--- src/rtl/regfile_wb_arbiter_if.sv ---
// Write-back bus between the two requesters, the arbiter and the register file write port.
interface regfile_wb_arbiter_if #(
  parameter int unsigned ADDR_W = 5,
  parameter int unsigned DATA_W = 32
);
  logic              req0_valid;
  logic [ADDR_W-1:0] req0_addr;
  logic [DATA_W-1:0] req0_data;
  logic              req0_ready;
  logic              req1_valid;
  logic [ADDR_W-1:0] req1_addr;
  logic [DATA_W-1:0] req1_data;
  logic              req1_ready;
  logic [ADDR_W-1:0] A3;
  logic [DATA_W-1:0] WD3;
  logic              WE3;
  logic              init_done;

  // Arbiter side.
  modport slave (
    input  req0_valid, req0_addr, req0_data,
    input  req1_valid, req1_addr, req1_data,
    output req0_ready, req1_ready,
    output A3, WD3, WE3, init_done
  );

  // Requester / register-file side.
  modport master (
    output req0_valid, req0_addr, req0_data,
    output req1_valid, req1_addr, req1_data,
    input  req0_ready, req1_ready,
    input  A3, WD3, WE3, init_done
  );
endinterface

--- src/rtl/regfile_wb_arbiter.sv ---
// Owns the register file write port: clears x1..x(NUM_REGS-1) after reset, then
// round-robin arbitrates two write-back requesters onto the port.
module regfile_wb_arbiter #(
  parameter int unsigned ADDR_W   = 5,
  parameter int unsigned DATA_W   = 32,
  parameter int unsigned NUM_REGS = 32
) (
  input  logic                 clk,
  input  logic                 reset,
  regfile_wb_arbiter_if.slave  bus
);

  localparam logic [ADDR_W-1:0] LAST_ADDR = ADDR_W'(NUM_REGS - 1);

  typedef enum logic {
    ST_INIT = 1'b0,
    ST_RUN  = 1'b1
  } state_e;

  state_e            state_q;
  logic [ADDR_W-1:0] init_ptr_q;
  logic              last_grant_q;
  logic [ADDR_W-1:0] a3_q;
  logic [DATA_W-1:0] wd3_q;
  logic              we3_q;
  logic              init_done_q;
  logic              grant0_c;
  logic              grant1_c;

  // Same-cycle grant; on contention the requester not served last wins.
  always_comb begin
    grant0_c = 1'b0;
    grant1_c = 1'b0;
    if (state_q == ST_RUN) begin
      if (bus.req0_valid && (!bus.req1_valid || last_grant_q)) begin
        grant0_c = 1'b1;
      end else if (bus.req1_valid) begin
        grant1_c = 1'b1;
      end
    end
  end

  always_ff @(posedge clk or negedge reset) begin
    if (!reset) begin
      state_q      <= ST_INIT;
      init_ptr_q   <= ADDR_W'(1);
      last_grant_q <= 1'b1;
      a3_q         <= '0;
      wd3_q        <= '0;
      we3_q        <= 1'b0;
      init_done_q  <= 1'b0;
    end else if (state_q == ST_INIT) begin
      a3_q       <= init_ptr_q;
      wd3_q      <= '0;
      we3_q      <= 1'b1;
      init_ptr_q <= init_ptr_q + ADDR_W'(1);
      if (init_ptr_q == LAST_ADDR) begin
        state_q     <= ST_RUN;
        init_done_q <= 1'b1;
      end
    end else begin
      // Writes to x0 still complete the handshake but never enable the port.
      if (grant0_c) begin
        a3_q         <= bus.req0_addr;
        wd3_q        <= bus.req0_data;
        we3_q        <= (bus.req0_addr != '0);
        last_grant_q <= 1'b0;
      end else if (grant1_c) begin
        a3_q         <= bus.req1_addr;
        wd3_q        <= bus.req1_data;
        we3_q        <= (bus.req1_addr != '0);
        last_grant_q <= 1'b1;
      end else begin
        we3_q <= 1'b0;
      end
    end
  end

  assign bus.req0_ready = grant0_c;
  assign bus.req1_ready = grant1_c;
  assign bus.A3         = a3_q;
  assign bus.WD3        = wd3_q;
  assign bus.WE3        = we3_q;
  assign bus.init_done  = init_done_q;

endmodule

--- src/flat_wrapper.sv ---
// flat-port wrapper written by rule: the top's interface ports become plain ports
module regfile_wb_arbiter_flat 
#(
  parameter int unsigned ADDR_W   = 5,
  parameter int unsigned DATA_W   = 32,
  parameter int unsigned NUM_REGS = 32
)
  (clk, reset, bus_req0_valid, bus_req0_addr, bus_req0_data, bus_req1_valid, bus_req1_addr, bus_req1_data, bus_req0_ready, bus_req1_ready, bus_A3, bus_WD3, bus_WE3, bus_init_done);
  regfile_wb_arbiter_if #(.ADDR_W(ADDR_W), .DATA_W(DATA_W)) bus_i ();
  input  logic clk;
  input  logic reset;
  input wire logic [$bits(bus_i.req0_valid)-1:0] bus_req0_valid;
  input wire logic [$bits(bus_i.req0_addr)-1:0] bus_req0_addr;
  input wire logic [$bits(bus_i.req0_data)-1:0] bus_req0_data;
  input wire logic [$bits(bus_i.req1_valid)-1:0] bus_req1_valid;
  input wire logic [$bits(bus_i.req1_addr)-1:0] bus_req1_addr;
  input wire logic [$bits(bus_i.req1_data)-1:0] bus_req1_data;
  output wire logic [$bits(bus_i.req0_ready)-1:0] bus_req0_ready;
  output wire logic [$bits(bus_i.req1_ready)-1:0] bus_req1_ready;
  output wire logic [$bits(bus_i.A3)-1:0] bus_A3;
  output wire logic [$bits(bus_i.WD3)-1:0] bus_WD3;
  output wire logic [$bits(bus_i.WE3)-1:0] bus_WE3;
  output wire logic [$bits(bus_i.init_done)-1:0] bus_init_done;
  assign bus_i.req0_valid = bus_req0_valid;
  assign bus_i.req0_addr = bus_req0_addr;
  assign bus_i.req0_data = bus_req0_data;
  assign bus_i.req1_valid = bus_req1_valid;
  assign bus_i.req1_addr = bus_req1_addr;
  assign bus_i.req1_data = bus_req1_data;
  assign bus_req0_ready = bus_i.req0_ready;
  assign bus_req1_ready = bus_i.req1_ready;
  assign bus_A3 = bus_i.A3;
  assign bus_WD3 = bus_i.WD3;
  assign bus_WE3 = bus_i.WE3;
  assign bus_init_done = bus_i.init_done;
  regfile_wb_arbiter #(.ADDR_W(ADDR_W), .DATA_W(DATA_W), .NUM_REGS(NUM_REGS)) u_core (.clk(clk), .reset(reset), .bus(bus_i));
endmodule
--- config.mk ---
export PLATFORM = sky130hd
export DESIGN_NAME = regfile_wb_arbiter_flat
export DESIGN_NICKNAME = d
export VERILOG_FILES = /design/src/rtl/regfile_wb_arbiter_if.sv /design/src/rtl/regfile_wb_arbiter.sv /design/src/flat_wrapper.sv
export SDC_FILE = /design/constraint.sdc
export NUM_CORES = 1
export LEC_CHECK = 0
export ABC_AREA = 0
export CORE_MARGIN = 8
export CORE_UTILIZATION = 42
export DETAILED_ROUTE_END_ITERATION = 8
export GPL_ROUTABILITY_DRIVEN = 1
export PLACE_DENSITY = 0.88
export REMOVE_ABC_BUFFERS = 1
export SLEW_MARGIN = 5
export SYNTH_ARGS = -nofsm -noshare
export SYNTH_HDL_FRONTEND = slang
export SYNTH_SLANG_ARGS = --single-unit
--- constraint.sdc ---
create_clock -name clk -period 2.4 [get_ports clk]
set_clock_uncertainty 0.05 [all_clocks]
set_input_delay 0.24 -clock clk [delete_from_list [all_inputs] [get_ports clk]]
set_output_delay 0.24 -clock clk [all_outputs]
set_load 0.03 [all_outputs]
==> results of run 1 <==
cell type report:
cell class / instances / area share (%)
Sequential cell: 46 / 32.6
Multi-Input combinational cell: 148 / 26.6
Clock inverter: 1 / 0.142
Clock buffer: 7 / 2.44
Timing Repair Buffer: 127 / 35.3
Inverter: 4 / 0.425
Tap cell: 70 / 2.48
sequential cells by signal, indices dropped and copies added (netlist names):
register              flops
u_core.init_ptr_q         5
u_core.last_grant_q       1
u_core.bus.init_done      1
u_core.bus.WD3           32
u_core.bus.A3             5
u_core.state_q            1
u_core.bus.WE3            1
through the flow:
stage               utilization, %  area, µm²
finish                        70.1       3530
global placement              68.1       3430
global route                  70.1       3530
CTS                           70.1       3530
floorplan                        -       2100
detailed placement            68.1       3430
report_power, final:
part,switching (mW),internal (mW),total [mW]
sequential,0.0412,0.853,0.894
clock,0.247,0.233,0.480
combinational,0.334,0.321,0.655
final timing paths:
check | slack, ns | from | endpoint | depth (start not counted)
max in group asynchronous | 1.16 | reset | u_core.init_ptr_q[0] | 3
setup reg to reg | 0.78 | u_core.state_q | u_core.bus.WD3[19] | 5
hold reg to reg | 0.41 | u_core.bus.init_done | u_core.bus.init_done | 1
min in group clk | 0.41 | u_core.bus.init_done | u_core.bus.init_done | 1
setup / recovery | 0.32 | u_core.state_q | bus_req1_ready | 3
hold / removal | 0.39 | reset | u_core.bus.WD3[17] | 2
layer usage:
metal  up-vias  GRT usage [%]
li1        974              -
met2        68           31.0
met4         0           3.75
met1       930           17.9
met3         5           5.44
met5         -              0
cells by family (layout without fill, tap and decap cells):
kind of cell | count (synthesis) | after routing
adder cells (fa/ha/maj) | 2 | 2
XOR/XNOR | 3 | 3
buffers and inverters | 16 | 139
AND/OR/NAND/NOR | 56 | 56
AO/OA/AOI/OAI | 53 | 53
multiplexers | 34 | 34
flip-flops | 46 | 46
placed cells by master (no fill, tap or decap), drive strengths merged, types with 3 or more instances in the layout:
| master | n |
|---|---|
| clkbuf | 7 |
| nor2 | 7 |
| inv | 4 |
| clkdlybuf4s50 | 117 |
| xnor2 | 3 |
| a31oi | 6 |
| nand2 | 37 |
| nor2b | 4 |
| o21ai | 37 |
| buf | 9 |
| mux2i | 32 |
| dfrtp | 44 |
| a21oi | 6 |
==> metrics.yaml, run 1 <==
routing:
  wl_met3_um: 483
  met2WireLength_mm: 3.45
  viasPerCell: 4.91
  drc: 0
  wire_per_inst_um: 16.0
  antenna_left: 0
  drt-met1-wl_mm: 2.49
  routed_wl_mm: 6.47
  vias: 1977
  highest_layer: "met4"
  firstDrtPassIters: 4
  drt_iter0_drc: 69
setup_path:
  cpPeakStageDelay_ns: 0.67
  critical_path.top_delay_family: "buffers and inverters"
  cp-start-kind: "flop"
  cp_max_fo: 18
  worst-setup-path-type: "flop to primary output"
  timing.critical_path.required_ns: 2.11
  slowest_stage: "clkdlybuf4s50_1"
  arrival_ns: 1.79
  end_kind: "primary output"
  critical_path_buf_inv_count: 2
  crit_chain: "buf_4, and3_1, clkdlybuf4s50_1"
synth:
  synth-seq-cells: 46
  ys_types: 30
  syn_inst: 210
  ys_warn_count: 0
  synth_edf_count: 0
  muxShareOfSynthArea_pct: 15.8
  synth-xor-area-share_pct: 1.21
  yosysTopAreaCell: "dfrtp_1"
  synthTopCellsByCount: "dfrtp_1, nand2_1, mux2i_1, o21ai_1, nor2_1"
  avgSynthCellArea_um2: 10.3
  yosys.area_share.adder_pct: 1.15
  yosysMostFrequentCell: "dfrtp_1"
  syn-cell-area_um2: 2170
  synth-compound-area-share_pct: 13.2
  synth_top_family_by_area: "multiplexers"
  yosysTopAreaCellShare_pct: 50.7
  async_flop_share_pct: 100
  yosysSeqAreaShare_pct: 53.1
  synth.top_cells.by_area: "dfrtp_1, mux2i_1, o21ai_1"
  synth-simple-area-share_pct: 11.5
  ys.flop_type: "dfrtp_1"
clocking:
  ctsHtreeMaxLevel: 2
  clock-sinks: 46
  cts_made_buffers: 5
  cts_buffer_depth: 2
  cts.reportedPaths.clkPinSlew_ns: 0.08
  cts_setup_buffers: 0
  cts_root_buf: "clkbuf_8"
  cts_tree: "done"
  cts_resized: 0
  postCtsHoldBufs: 1
  clk_latency_ns: 0.29
pwr:
  power.density_nw_per_um2: 574
  ir_drop_mv: 0.302
  power_mw: 2.03
  p_leak_nw: 1.55
cells_and_area:
  synthToLayoutAreaGrowth_pct: 62.6
  nets: 412
  num_antenna_cells: 0
  multi_input_area_um2: 940
  n_fill_cell: 426
  regArea_um2: 1150
  layout-drive-gt1-share_pct: 7.81
  fin_cells: 403
timing:
  worst_slack_ns: 0.325
  max-slew-margin-rel_pct: 68.1
  finalMaxSlewViolations: 0
  fin_crit_ns: 2.08
  hold_violations: 0
  rsz0062_at_grt: "no"
  finalCritPeriodShare_pct: 86.5
  tightest_slew_ns: 0.478
  fmax_mhz: 482
  fin_setup_tns_ns: 0
  setup_violations: 0
  holdWs_ns: 0.386
floorplan:
  fp.dieH_um: 87.9
  num_rows: 26
  die-area_um2: 7730
  core_um2: 5040
  die_x_um: 87.9
  initial_core_util_pct: 43.1
  pin_count: 119
global_route:
  grt_pass1_vias: 2142
  grt_start_max_net_pins: 33
  grt_pass1_wl_mm: 10.2
  antenna_found_initial: 0
  grt_usage_pct: 16.8
  grt_overflow: 0
placement:
  port_buffers: 118
  hpwlAfterDp_mm: 5.10
  place_inst: 394
  gp_congestion: 0.796
  place_ws_ns: 0.336
worst_hold_path:
  worstHoldPathType: "primary input to asynchronous set/reset pin"
run:
  drv_cap: 0
run_status:
  status: "finished clean"
No activity file was read; power rests on OpenSTA's default activity.
==> run 2, diff against run 1 <==
--- a/config.mk
+++ b/config.mk
@@ -8,6 +8,7 @@
 export ABC_AREA = 0
 export CORE_MARGIN = 8
 export CORE_UTILIZATION = 42
+export CTS_CLUSTER_SIZE = 10
 export DETAILED_ROUTE_END_ITERATION = 8
 export GPL_ROUTABILITY_DRIVEN = 1
 export PLACE_DENSITY = 0.88
==> constraint.sdc (replaced) <==
create_clock -name clk -period 2.4 [get_ports clk]
set_clock_uncertainty 0.05 [all_clocks]
set_input_delay 0.24 -clock clk [delete_from_list [all_inputs] [get_ports clk]]
set_output_delay 0.24 -clock clk [all_outputs]
set_load 0.005 [all_outputs]
==> run 2 against run 1 <==
Compared with the run above:
- setup slack got worse by 0.076 ns
- register-to-register slack got worse by 0.24 ns
- wire length fell by 1.6%
- core utilization fell by 0.20 points
- hold slack improved by 0.0077 ns
- sequential share of layout area rose by 0.093 points
- non-clock buffer count fell by 3
- via count fell by 0.15%
- maximum frequency fell by 3.6%
- critical path depth did not move
- critical path type unchanged
- largest power group unchanged
==> metrics.yaml, run 2 (synthesized netlist as in run 1, its figures left out) <==
run_status:
  status: "finished clean"  # unchanged
global_route:
  grt_start_max_net_pins: 39  # was 33
  grt_usage_pct: 17.0  # was 16.8%
  grt_pass1_wl_mm: 10.3  # was 10.2 mm
  grt_overflow: 0  # unchanged
  grt_pass1_vias: 2132  # was 2,142
  antenna_found_initial: 0  # unchanged
timing:
  fin_crit_ns: 2.15  # was 2.08 ns
  holdWs_ns: 0.393  # was 0.386 ns
  fmax_mhz: 465  # was 482 MHz
  finalMaxSlewViolations: 0  # unchanged
  tightest_slew_ns: 0.618  # was 0.478 ns
  rsz0062_at_grt: "no"  # unchanged
  finalCritPeriodShare_pct: 89.7  # was 86.5%
  max-slew-margin-rel_pct: 58.8  # was 68.1%
  fin_setup_tns_ns: 0  # unchanged
  hold_violations: 0  # unchanged
  setup_violations: 0  # unchanged
cells_and_area:
  layout_commonest_cell: "clkdlybuf4s50_1"  # unchanged
  num_antenna_cells: 0  # unchanged
  fin_cells: 400  # was 403
  multi_input_area_um2: 940  # unchanged
  nets: 409  # was 412
  regArea_um2: 1150  # unchanged
  post-route-cell-area_um2: 3520  # was 3530 µm²
  synthToLayoutAreaGrowth_pct: 62.1  # was 62.6%
  n_fill_cell: 395  # was 426
  layout-drive-gt1-share_pct: 6.97  # was 7.81%
  largest_reg_flops: 32  # unchanged
  layout_common_cells: "clkdlybuf4s50_1, dfrtp_1, nand2_1"  # unchanged
placement:
  hpwlAfterDp_mm: 4.98  # was 5.10 mm
  gp_congestion: 0.840  # was 0.796
  place_inst: 391  # was 394
  placedInstanceArea_um2: 3420  # was 3430 µm²
  port_buffers: 118  # unchanged
clocking:
  ctsHtreeMaxLevel: 2  # unchanged
  cts_buffer_depth: 2  # unchanged
  clk_latency_ns: 0.29  # about the same
  clock-sinks: 46  # unchanged
  cts_setup_buffers: 0  # unchanged
  cts_root_buf: "clkbuf_8"  # unchanged
  cts.reportedPaths.clkPinSlew_ns: 0.08  # about the same
  cts_tree: "done"  # unchanged
  cts_made_buffers: 5  # unchanged
routing:
  antenna_left: 0  # unchanged
  firstDrtPassIters: 4  # unchanged
  drc: 0  # unchanged
  viasPerCell: 4.94  # was 4.91
  routed_wl_mm: 6.37  # was 6.47 mm
  drt_iter0_drc: 80  # was 69
  vias: 1974  # was 1,977
  wire_per_inst_um: 15.9  # was 16.0 µm
setup_path:
  arrival_ns: 1.86  # was 1.79 ns
  cp_max_fo: 21  # was 18
  timing.critical_path.required_ns: 2.11  # about the same
  r2r_slack_ns: 0.54  # was 0.78 ns
  reg2reg_depth: 4  # was 5
  r2r_start: "u_core.state_q"  # unchanged
  worst-setup-path-type: "flop to primary output"  # unchanged
  r2r-end: "u_core.bus.WD3[14]"  # was u_core.bus.WD3[19]
  crit_start: "u_core.state_q"  # unchanged
  end_kind: "primary output"  # unchanged
  setup.worst_path.end: "bus_req0_ready"  # was bus_req1_ready
  cp-start-kind: "flop"  # unchanged
worst_hold_path:
  worstHoldPathType: "primary input to asynchronous set/reset pin"  # unchanged
pwr:
  power.density_nw_per_um2: 532  # was 574 nW/µm²
  ir_drop_mv: 0.308  # was 0.302 mV
  p_leak_nw: 1.54  # was 1.55 nW
floorplan:
  die-area_um2: 7730  # unchanged
  num_rows: 26  # unchanged
  core_um2: 5040  # unchanged
  fp.dieH_um: 87.9  # unchanged
  initial_core_util_pct: 43.1  # unchanged
  die_x_um: 87.9  # unchanged
  pin_count: 119  # unchanged
run:
  drv_cap: 0  # unchanged
run 2: cell types whose count changed in the layout (fill, tap and decap cells not counted):
cell    before  now
buf_4        8    4
buf_12       0    1
run 2: worst min-delay path by stage:
stage	startpoint	endpoint	slack (ns)	cells past startpoint
floorplan	reset	u_core.bus.A3[0]	-0.11	0
global placement	reset	u_core.bus.WD3[17]	0.17	1
detailed placement	reset	u_core.bus.WD3[25]	0.17	1
CTS	reset	u_core.bus.WD3[25]	0.38	2
global route	reset	u_core.bus.WD3[14]	0.40	2
finish	reset	u_core.bus.WD3[1]	0.39	2
run 2: repair_timing:
action / in CTS / in global routing
gates resized for setup: 0 / 0
setup endpoints to repair: 0 / 0
hold endpoints to repair: 20 / 0
hold buffers: 1 / 0
run 2: metrics by stage:
step | utilization (%) | power (mW) | setup slack (ns)
final | 69.9 | 1.87 | 0.248
after global routing | 69.9 | 1.99 | 0.114
after CTS | 69.9 | 1.90 | 0.224
after detailed placement | 67.9 | 1.42 | 0.395
after global placement | 67.9 | 1.41 | 0.448
after floorplan | - | 1.06 | 0.0881
run 2: layout make-up:
class	count	share of cell area, %
timing repair buffer	124	35.1
multi-input combinational	148	26.7
sequential	46	32.7
clock inverter	1	0.142
clock buffer	7	2.45
tap	70	2.49
inverter	4	0.426
run 2: metal layers:
layer | GRT usage [%] | part of all wire [%] | vias up
li1 | - | - | 970
met1 | 17.9 | 37 | 923
met2 | 30.6 | 54 | 77
met3 | 6.94 | 8.8 | 4
met4 | 3.91 | 0.85 | 0
met5 | 0 | 0 | -
run 2: worst max-delay path, stage by stage, from the launching register on:
cell	delay, ns
dfrtp_1	0.74
inv_2	0.17
nor2_1	0.15
clkdlybuf4s50_1	0.51
run 2: where the power goes:
| group | internal, mW | switching (mW) | total [mW] |
|---|---|---|---|
| sequential | 0.853 | 0.0424 | 0.896 |
| combinational | 0.321 | 0.181 | 0.502 |
| clock | 0.233 | 0.244 | 0.476 |
| total | 1.41 | 0.467 | 1.87 |
